==> src/rtl/dpram_block_reader_pkg.sv <==
`default_nettype none
// ---------------------------------------------------------------------------
// dpram_block_reader_pkg : reader states, default dpram geometry, room check
// Revision 1.0
// ---------------------------------------------------------------------------
package dpram_block_reader_pkg;

   localparam int DEFAULT_ADDR_W = 7;
   localparam int DEFAULT_DATA_W = 8;

   typedef logic [1:0] rd_state_t;

   localparam rd_state_t ST_IDLE  = 2'd0;
   localparam rd_state_t ST_READ  = 2'd1;
   localparam rd_state_t ST_DRAIN = 2'd2;

   // A new read may issue only if the 2-deep buffer can hold it plus the one already
   // in flight, assuming no pop beyond the one happening this cycle.
   function automatic logic fifo_can_accept(input logic [1:0] count,
                                            input logic       in_flight,
                                            input logic       popping);
      logic [2:0] need;
      need = {1'b0, count} + {2'b00, in_flight} + 3'd1;
      return need <= (3'd2 + {2'b00, popping});
   endfunction

endpackage
`default_nettype wire

==> src/rtl/dpram_block_reader_skid.sv <==
`default_nettype none
// ---------------------------------------------------------------------------
// skid_fifo2 : 2-entry valid/ready FIFO with exposed occupancy (0..2)
// Revision 1.0
// ---------------------------------------------------------------------------
module skid_fifo2
   import dpram_block_reader_pkg::*;
#(
   parameter int DATA_W = DEFAULT_DATA_W
) (
   input  logic              clock,
   input  logic              reset_n,
   input  logic              in_valid,
   input  logic [DATA_W-1:0] in_data,
   output logic              in_ready,
   output logic              out_valid,
   output logic [DATA_W-1:0] out_data,
   input  logic              out_ready,
   output logic [1:0]        count
);

   logic [DATA_W-1:0] mem_q [2];
   logic [DATA_W-1:0] mem_d [2];
   logic              wr_ptr_q, wr_ptr_d;
   logic              rd_ptr_q, rd_ptr_d;
   logic [1:0]        count_q, count_d;
   logic              push, pop;

   assign in_ready  = (count_q != 2'd2);
   assign out_valid = (count_q != 2'd0);
   assign out_data  = mem_q[rd_ptr_q];
   assign count     = count_q;

   always_comb begin
      push     = in_valid && in_ready;
      pop      = out_valid && out_ready;
      mem_d    = mem_q;
      if (push) begin
         mem_d[wr_ptr_q] = in_data;
      end
      wr_ptr_d = wr_ptr_q ^ push;
      rd_ptr_d = rd_ptr_q ^ pop;
      case ({push, pop})
         2'b10:   count_d = count_q + 2'd1;
         2'b01:   count_d = count_q - 2'd1;
         default: count_d = count_q;
      endcase
   end

   always_ff @(posedge clock or negedge reset_n) begin
      if (!reset_n) begin
         mem_q    <= '{default: '0};
         wr_ptr_q <= 1'b0;
         rd_ptr_q <= 1'b0;
         count_q  <= 2'd0;
      end else begin
         mem_q    <= mem_d;
         wr_ptr_q <= wr_ptr_d;
         rd_ptr_q <= rd_ptr_d;
         count_q  <= count_d;
      end
   end

endmodule
`default_nettype wire

==> src/rtl/dpram_block_reader.sv <==
`default_nettype none
// ---------------------------------------------------------------------------
// dpram_block_reader : streams a block of dpram bytes out through a skid FIFO
// Revision 1.0
// ---------------------------------------------------------------------------
module dpram_block_reader
   import dpram_block_reader_pkg::*;
#(
   parameter int ADDR_W = DEFAULT_ADDR_W,
   parameter int DATA_W = DEFAULT_DATA_W
) (
   input  logic              clock,
   input  logic              reset_n,
   input  logic              start,
   input  logic [ADDR_W-1:0] start_addr,
   input  logic [7:0]        length,
   output logic              busy,
   output logic              done,
   output logic [ADDR_W-1:0] ram_address,
   output logic              ram_wren,
   output logic              ram_byteena,
   input  logic [DATA_W-1:0] ram_q,
   output logic [DATA_W-1:0] out_data,
   output logic              out_valid,
   input  logic              out_ready
);

   rd_state_t         state_q, state_d;
   logic [ADDR_W-1:0] addr_q, addr_d;
   logic [7:0]        len_q, len_d;
   logic [7:0]        issue_cnt_q, issue_cnt_d;
   logic [7:0]        emit_cnt_q, emit_cnt_d;
   logic              in_flight_q, in_flight_d;
   logic              done_q, done_d;

   logic [1:0]        fifo_count;
   logic              fifo_ready_unused;
   logic              handshake;
   logic              issue;
   logic [7:0]        issue_next;
   logic [7:0]        emit_next;

   assign busy        = (state_q != ST_IDLE);
   assign done        = done_q;
   assign ram_address = addr_q;
   assign ram_wren    = 1'b0;
   assign ram_byteena = 1'b1;

   // Buffer room is guaranteed by the issue check, so its in_ready is never consulted.
   skid_fifo2 #(
      .DATA_W (DATA_W)
   ) u_skid (
      .clock     (clock),
      .reset_n   (reset_n),
      .in_valid  (in_flight_q),
      .in_data   (ram_q),
      .in_ready  (fifo_ready_unused),
      .out_valid (out_valid),
      .out_data  (out_data),
      .out_ready (out_ready),
      .count     (fifo_count)
   );

   always_comb begin
      handshake   = out_valid && out_ready;
      issue_next  = issue_cnt_q + 8'd1;
      emit_next   = emit_cnt_q + 8'd1;
      issue       = (state_q == ST_READ) && (issue_cnt_q != len_q) &&
                    fifo_can_accept(fifo_count, in_flight_q, handshake);

      state_d     = state_q;
      addr_d      = addr_q;
      len_d       = len_q;
      issue_cnt_d = issue_cnt_q;
      emit_cnt_d  = handshake ? emit_next : emit_cnt_q;
      in_flight_d = issue;
      done_d      = 1'b0;

      case (state_q)
         ST_IDLE: begin
            // done_q blocks a start landing on the completion pulse
            if (start && !done_q) begin
               if (length == 8'd0) begin
                  done_d = 1'b1;
               end else begin
                  state_d     = ST_READ;
                  addr_d      = start_addr;
                  len_d       = length;
                  issue_cnt_d = 8'd0;
                  emit_cnt_d  = 8'd0;
               end
            end
         end
         ST_READ: begin
            if (issue) begin
               addr_d      = addr_q + ADDR_W'(1);
               issue_cnt_d = issue_next;
               if (issue_next == len_q) begin
                  state_d = ST_DRAIN;
               end
            end
         end
         ST_DRAIN: begin
            if (handshake && (emit_next == len_q)) begin
               state_d = ST_IDLE;
               done_d  = 1'b1;
            end
         end
         default: state_d = ST_IDLE;
      endcase
   end

   always_ff @(posedge clock or negedge reset_n) begin
      if (!reset_n) begin
         state_q     <= ST_IDLE;
         addr_q      <= '0;
         len_q       <= 8'd0;
         issue_cnt_q <= 8'd0;
         emit_cnt_q  <= 8'd0;
         in_flight_q <= 1'b0;
         done_q      <= 1'b0;
      end else begin
         state_q     <= state_d;
         addr_q      <= addr_d;
         len_q       <= len_d;
         issue_cnt_q <= issue_cnt_d;
         emit_cnt_q  <= emit_cnt_d;
         in_flight_q <= in_flight_d;
         done_q      <= done_d;
      end
   end

endmodule
`default_nettype wire

==> config.mk <==
export PLATFORM = sky130hd
export DESIGN_NAME = dpram_block_reader
export DESIGN_NICKNAME = d
export VERILOG_FILES = /design/src/rtl/dpram_block_reader_pkg.sv /design/src/rtl/dpram_block_reader_skid.sv /design/src/rtl/dpram_block_reader.sv
export SDC_FILE = /design/constraint.sdc
export NUM_CORES = 1
export LEC_CHECK = 0
export CORE_ASPECT_RATIO = 0.75
export CORE_MARGIN = 8
export CORE_UTILIZATION = 55
export CTS_CLUSTER_DIAMETER = 30
export DETAILED_ROUTE_END_ITERATION = 16
export GPL_TIMING_DRIVEN = 0
export HOLD_SLACK_MARGIN = 0.05
export PLACE_DENSITY = 0.86
export SYNTH_ARGS = -nofsm -noshare
export SYNTH_HDL_FRONTEND = slang
export SYNTH_SLANG_ARGS = --single-unit
==> constraint.sdc <==
create_clock -name clock -period 4.41 [get_ports clock]
set_input_delay 0.882 -clock clock [delete_from_list [all_inputs] [get_ports clock]]
set_output_delay 0.882 -clock clock [all_outputs]
set_load 0.03 [all_outputs]
# ---- Yosys cells after proc, flatten, opt, wreduce, memory -nomap -nowiden
# Index checks and enable logic that the tools add are counted.
dict set report totals {
  register_bits 55
  out_inout_bits 20
  wordCells 88
}
dict set report op_classes {
  n_addsub 8
  magnitude_cmp 4
  eq_ne 13
  n_mux 29
  bitwise 5
  reduce_logical 17
}
# operator n
set ops {}
lappend ops {{2-to-1 mux 8 bit} 11}
lappend ops {{2-to-1 mux 7 bit} 3}
lappend ops {{adder 8 x 1 -> 8 bit (second input constant)} 2}
lappend ops {{bitwise mux 16 bit} 1}
lappend ops {{equality test 8 bit} 2}
lappend ops {{case mux 8 bit (2 select lines)} 1}
lappend ops {{case mux 7 bit (2 select lines)} 1}
lappend ops {{2-to-1 mux 2 bit} 5}
lappend ops {{inequality test 2 bit (second input constant)} 5}
lappend ops {{demux 8 bit (select 1 bit)} 1}
lappend ops {{logical NOT 8 bit} 1}
lappend ops {{inequality test 8 bit} 1}
lappend ops {{nonzero test 2 bit} 4}
lappend ops {{adder 7 x 1 -> 7 bit (second input constant)} 1}
lappend ops {{logical AND 1 bit} 7}
lappend ops {{case mux 2 bit (3 select lines)} 1}
lappend ops {{AND reduction 5 bit} 1}
lappend ops {{equality test 2 x 1 -> 1 bit (second input constant)} 2}
lappend ops {{equality test 2 bit (second input constant)} 2}
lappend ops {{greater-or-equal comparator 2 bit (second input constant)} 2}
lappend ops {{NOT 1 -> 2 bit} 2}
lappend ops {{case mux 2 bit (2 select lines)} 1}
lappend ops {{AND reduction 4 bit} 1}
lappend ops {{adder 2 x 1 -> 3 bit} 1}
lappend ops {{14 further kinds} 17}

# ---- Depth between registers and ports, before layout
dict set report logic_depth {
  depth_word 7
  depth_mapped 12
}

# ---- Cells and area by module
# From an unflattened synthesis, not the netlist that was laid out.
dict set report hier_totals {
  cells_unflattened 317
  area_unflattened_um2 3110.5
}
# mod n_inst cells_each area_each_um2
set modules_own_cells {}
lappend modules_own_cells {dpram_block_reader 1 255 2207.1}
lappend modules_own_cells {skid_fifo2 1 62 903.4}

# ---- Least setup slack after synthesis
# Ideal clock, no wire load.
dict set report synth_path {
  path_kind {input port to flip-flop}
  startpoint {input out_ready}
  endpoint {register issue_cnt_q[3]}
  t_arrival_ns 2.564
  required_ns 4.344
  slack_ns 1.781
  path_stages 10
  path_buffers 1
  cell_sequence {nand2_1 -> inv_1 -> ha_1 -> nor2_1 -> a211oi_1 -> o21ai_1 -> nor2b_1 -> clkbuf_2 -> or4_1 -> nand2_1}
}
dict set report synth_via {
  elab_chain_len 6
}
# item line
set synth_rtl {}
lappend synth_rtl {{start: declaration} dpram_block_reader.sv:25} ;# input logic out_ready
lappend synth_rtl {{logical AND 1 bit} dpram_block_reader.sv:65} ;# handshake = out_valid && out_ready;
lappend synth_rtl {{adder 2 x 1 -> 3 bit} dpram_block_reader_pkg.sv:24} ;# return need <= (3'd2 + {2'b00, popping});
lappend synth_rtl {{<= comparator 3 bit} dpram_block_reader_pkg.sv:24}
lappend synth_rtl {{logical AND 1 bit} dpram_block_reader.sv:68} ;# issue = (state_q == ST_READ) && (issue_cnt_q != len_q) &&
lappend synth_rtl {{inequality test 2 bit (no line)} --}
lappend synth_rtl {{AND reduction 4 bit (no line)} --}
lappend synth_rtl {{end signal: assignment} dpram_block_reader.sv:126} ;# issue_cnt_q <= issue_cnt_d;
lappend synth_rtl {{end: declaration} dpram_block_reader.sv:31} ;# logic [7:0] issue_cnt_q, issue_cnt_d;
# No other way between the ends.
# A chain may end at the register's enable or synchronous reset.

# ---- Worst setup path in the final report
dict set report layout_path {
  startpoint {input out_ready}
  endpoint {register state_q[0]}
}
dict set report layout_via {
  elab_chain_len 6
  word_cells_on_any_way 8
}
# item line
set layout_rtl {}
lappend layout_rtl {{logical AND 1 bit *} dpram_block_reader.sv:65}
lappend layout_rtl {{adder 2 x 1 -> 3 bit} dpram_block_reader_pkg.sv:24}
lappend layout_rtl {{<= comparator 3 bit} dpram_block_reader_pkg.sv:24}
lappend layout_rtl {{logical AND 1 bit} dpram_block_reader.sv:68}
lappend layout_rtl {{inequality test 2 bit (no line)} --}
lappend layout_rtl {{AND reduction 5 bit (no line) *} --}
lappend layout_rtl {{end signal: assignment} dpram_block_reader.sv:123} ;# state_q <= state_d;
lappend layout_rtl {{end: declaration} dpram_block_reader.sv:28} ;# rd_state_t state_q, state_d;
# Every way passes the cells marked *; elsewhere a longest branch is shown, timed or not.

==> results.rst <==
.. list-table::
   :header-rows: 1

   * - Metric
     - Value
   * - Detailed-placement wirelength estimate
     - 5.34 mm
   * - Top fanout value on the critical path
     - 10
   * - Die X-Extent
     - 103 µm
   * - Number of buffers inserted by hold repair at cts
     - 0
   * - Launching instance or port of the critical path
     - out_ready
   * - Post-synthesis register bit count
     - 55
   * - Die height
     - 81.3 µm
   * - Met2 wire len
     - 3.54 mm
   * - Core area
     - 5410 µm²
   * - Clock net sink count
     - 55
   * - CTS max path bufs
     - 2
   * - Setup TNS
     - 0 ns
   * - Crit path required time
     - roughly 4.6 ns
   * - Clock tree from TritonCTS
     - done
   * - Count of antenna-violating nets left after detailed routing
     - 0
   * - Most common cell after layout, fill and taps aside
     - sky130_fd_sc_hd__dfrtp_1
   * - Quantity of gates resized following cts
     - 0
   * - Aggregate routed wire length
     - 7.02 mm
   * - Post-synth top flop
     - sky130_fd_sc_hd__dfrtp_1
   * - Max rail drop VDD
     - 0.462 mV
   * - PnR Total Power
     - 2900 µW
   * - Depth of the most critical reg-to-reg path
     - 10
   * - Setup slack after layout
     - 1.37 ns
   * - H-tree levels
     - 2
   * - Endpoint of the worst hold-timing path
     - done
   * - Row Count
     - 23
   * - Result of the run
     - finished clean
   * - Classification of the worst setup path
     - input pin to flip-flop
   * - Post-route fraction of the period consumed by the critical path
     - 0.690
   * - Number of ports placed on the die boundary
     - 47
   * - Sequential element share of the synthesized area
     - 0.440
   * - Antenna violations before repair
     - 0
   * - Leak Pwr
     - 0.00155 µW
   * - Drt first-iter violations
     - 117
   * - # fillers
     - 417
   * - Category of the worst setup path capture point
     - flip-flop
   * - Wire length per cell
     - 16.0 µm
   * - Endpoints failing setup
     - 0
   * - Number of standard cells after synthesis
     - 312
   * - Final hold vios
     - 0
   * - Class of the most critical hold timing path
     - flip-flop to flip-flop
   * - Synth cell types
     - 50
   * - Number of detailed-routing iterations run before antenna repair
     - 4
   * - Length of routed met3 wiring
     - around 340 µm
   * - Tightest Pin Transition
     - 0.556 ns
   * - Final count of pins violating max slew
     - 0
   * - Data arrival time of the critical path
     - 3.22 ns
   * - Count of yosys warnings during synthesis
     - 0
   * - Final worst path period need
     - 3.04 ns
   * - Timing-limited maximum frequency
     - 329 MHz
   * - Area of the die
     - 8390 µm²
   * - Post-synthesis area per instance
     - 10.0 µm²
   * - Setup slack on the worst flop-to-flop path
     - between 1.5 and 2 ns
   * - Most used cells in the layout excluding fill and tap cells
     - sky130_fd_sc_hd__dfrtp_1 (55), sky130_fd_sc_hd__clkdlybuf4s50_1 (43), sky130_fd_sc_hd__mux2_2 (30)
   * - Number of enable flip-flop cells after synthesis
     - 0
   * - Count of antenna diodes in the layout
     - 0
   * - Slew Limit Headroom
     - 0.629
   * - Maximum number of pins on one net before global-route repair
     - 37
   * - RSZ-0062 raised after global routing
     - no
   * - Net count, final
     - 400
   * - Clock skew
     - 0.00535 ns
   * - Post-Route Hold Slack
     - 0.482 ns
   * - Number of global-route vias before repair
     - 2,529
   * - Insertion delay of the later-clocked pin in the worst-skew pair
     - 0.31 ns
   * - Pwr/cell area
     - 767 nW/µm²
   * - Highest Signal Layer
     - met4
   * - Endpoint of the worst-slack reg-to-reg timing path
     - state_q[0]
   * - Drt drc
     - 0
   * - CTS root buffer
     - sky130_fd_sc_hd__clkbuf_8
   * - Critical register-to-register path startpoint
     - u_skid.count[0]
   * - Grt ovf
     - 0
   * - Worst slack after detailed placement
     - 1.07 ns
   * - Hold path startpoint
     - state_q[0]
   * - Vias post-DR
     - between 2k and 2.5k
   * - Area growth from synthesis to final layout
     - 20.6%
   * - Element type at the critical path start
     - input pin
   * - Total of buffers placed on input and output ports
     - 44
   * - Number of buffers inserted during clock tree synthesis
     - 5
   * - Clock-pin slew on the worst setup and hold paths
     - ~0.1 ns
   * - Post-Syn Area
     - 3130 µm²
   * - First-pass GRT wire length
     - 11.9 mm
   * - Number of vias per cell
     - 5.60
   * - Met1 wire length
     - slightly above 3 mm
   * - Number of max-cap violations
     - 0
   * - Overall routing resource usage
     - 0.179
   * - Post-Synthesis Net Count
     - between 300 and 400
   * - Initial Utilization
     - 0.579
   * - Layout cell share with drive strength beyond 1
     - 0.151
   * - Fraction of synthesis flops using an asynchronous set or reset pin
     - 1.00
   * - RD Place Congestion
     - 0.852
   * - Post-CTS setup repair buffer count
     - 0
   * - Hold path cells
     - 1
## cells by family after synthesis
| family | count (synthesis) | share of synthesized area |
|---|---|---|
| simple gates | 94 | 0.157 |
| compound gates | 58 | 0.109 |
| flops | 55 | 0.440 |
| xor+xnor | 32 | 0.0919 |
| mux | 32 | 0.114 |
| buf+inv | 30 | 0.0496 |
| fa+ha+maj | 9 | 0.0360 |
| other cells | 2 | 0.00240 |
## worst max path at each step
stage,endpoint,slack (ns),cells after the start
CTS,issue_cnt_q[3],1.38,11
floorplan,issue_cnt_q[3],1.78,10
detailed placement,issue_cnt_q[3],1.07,11
global placement,u_skid.mem_q[1],0.80,1
global route,issue_cnt_q[3],1.22,11
finish,state_q[0],1.37,10
## critical path, stage by stage
cell and delay [ns]:
sky130_fd_sc_hd__clkdlybuf4s50_1 0.41, sky130_fd_sc_hd__nand2_1 0.25, sky130_fd_sc_hd__inv_1 0.20, sky130_fd_sc_hd__ha_1 0.32
sky130_fd_sc_hd__nor2_1 0.04, sky130_fd_sc_hd__a211oi_1 0.21, sky130_fd_sc_hd__o21ai_1 0.11, sky130_fd_sc_hd__clkbuf_1 0.24
sky130_fd_sc_hd__nor4_1 0.43, sky130_fd_sc_hd__o21bai_1 0.11
## final cells by class
class,instances,area [µm²],share of cell area
clock buffer,7,86.3,0.0229
tap,75,93.8,0.0249
clock inverter,1,8.76,0.00232
sequential,55,1380,0.365
buffer,18,110,0.0292
multi-input combinational,227,1600,0.424
inverter,12,45.0,0.0119
timing repair buffer,45,455,0.121
## flip-flops by register name (all words and copies together), names as in the netlist
register / count
ram_address: 7
done: 1
u_skid.wr_ptr_q: 1
u_skid.rd_ptr_q: 1
issue_cnt_q: 8
u_skid.mem_q: 16
len_q: 8
u_skid.count: 2
emit_cnt_q: 8
in_flight_q: 1
state_q: 2
## cell usage after synthesis, drive strengths merged (5+ instances only)
cell type | number | area, µm²
o21ai | 29 | 145
buf | 9 | 75.1
or3 | 5 | 31.3
xor2 | 7 | 68.8
nand2 | 23 | 86.3
a21oi | 15 | 78.8
inv | 12 | 45.0
nor4 | 5 | 31.3
dfrtp | 55 | 1380
nor2 | 20 | 75.1
clkbuf | 9 | 35.0
xnor2 | 25 | 219
mux2 | 30 | 338
ha | 9 | 113
nand3 | 9 | 45.0
## where the power goes
| group | switching [µW] | total (µW) | internal, µW |
|---|---|---|---|
| clock | 161 | 290 | 129 |
| combinational | 908 | 1680 | 772 |
| sequential | 201 | 926 | 725 |
| total | 1270 | 2900 | 1630 |
## per-stage QoR
stage	cells	utilization	cell area (µm²)
after detailed placement	432	0.680	3680
after floorplan	312	-	3130
final	440	0.698	3770
after global routing	440	0.698	3770
after global placement	431	0.677	3660
after CTS	440	0.698	3770
## metal layers
metal	up-vias	global-route usage
li1	1188	-
met1	1209	0.226
met2	62	0.309
met3	6	0.0376
met4	0	0.0374
met5	-	0
(Power assumes the default switching activity.)
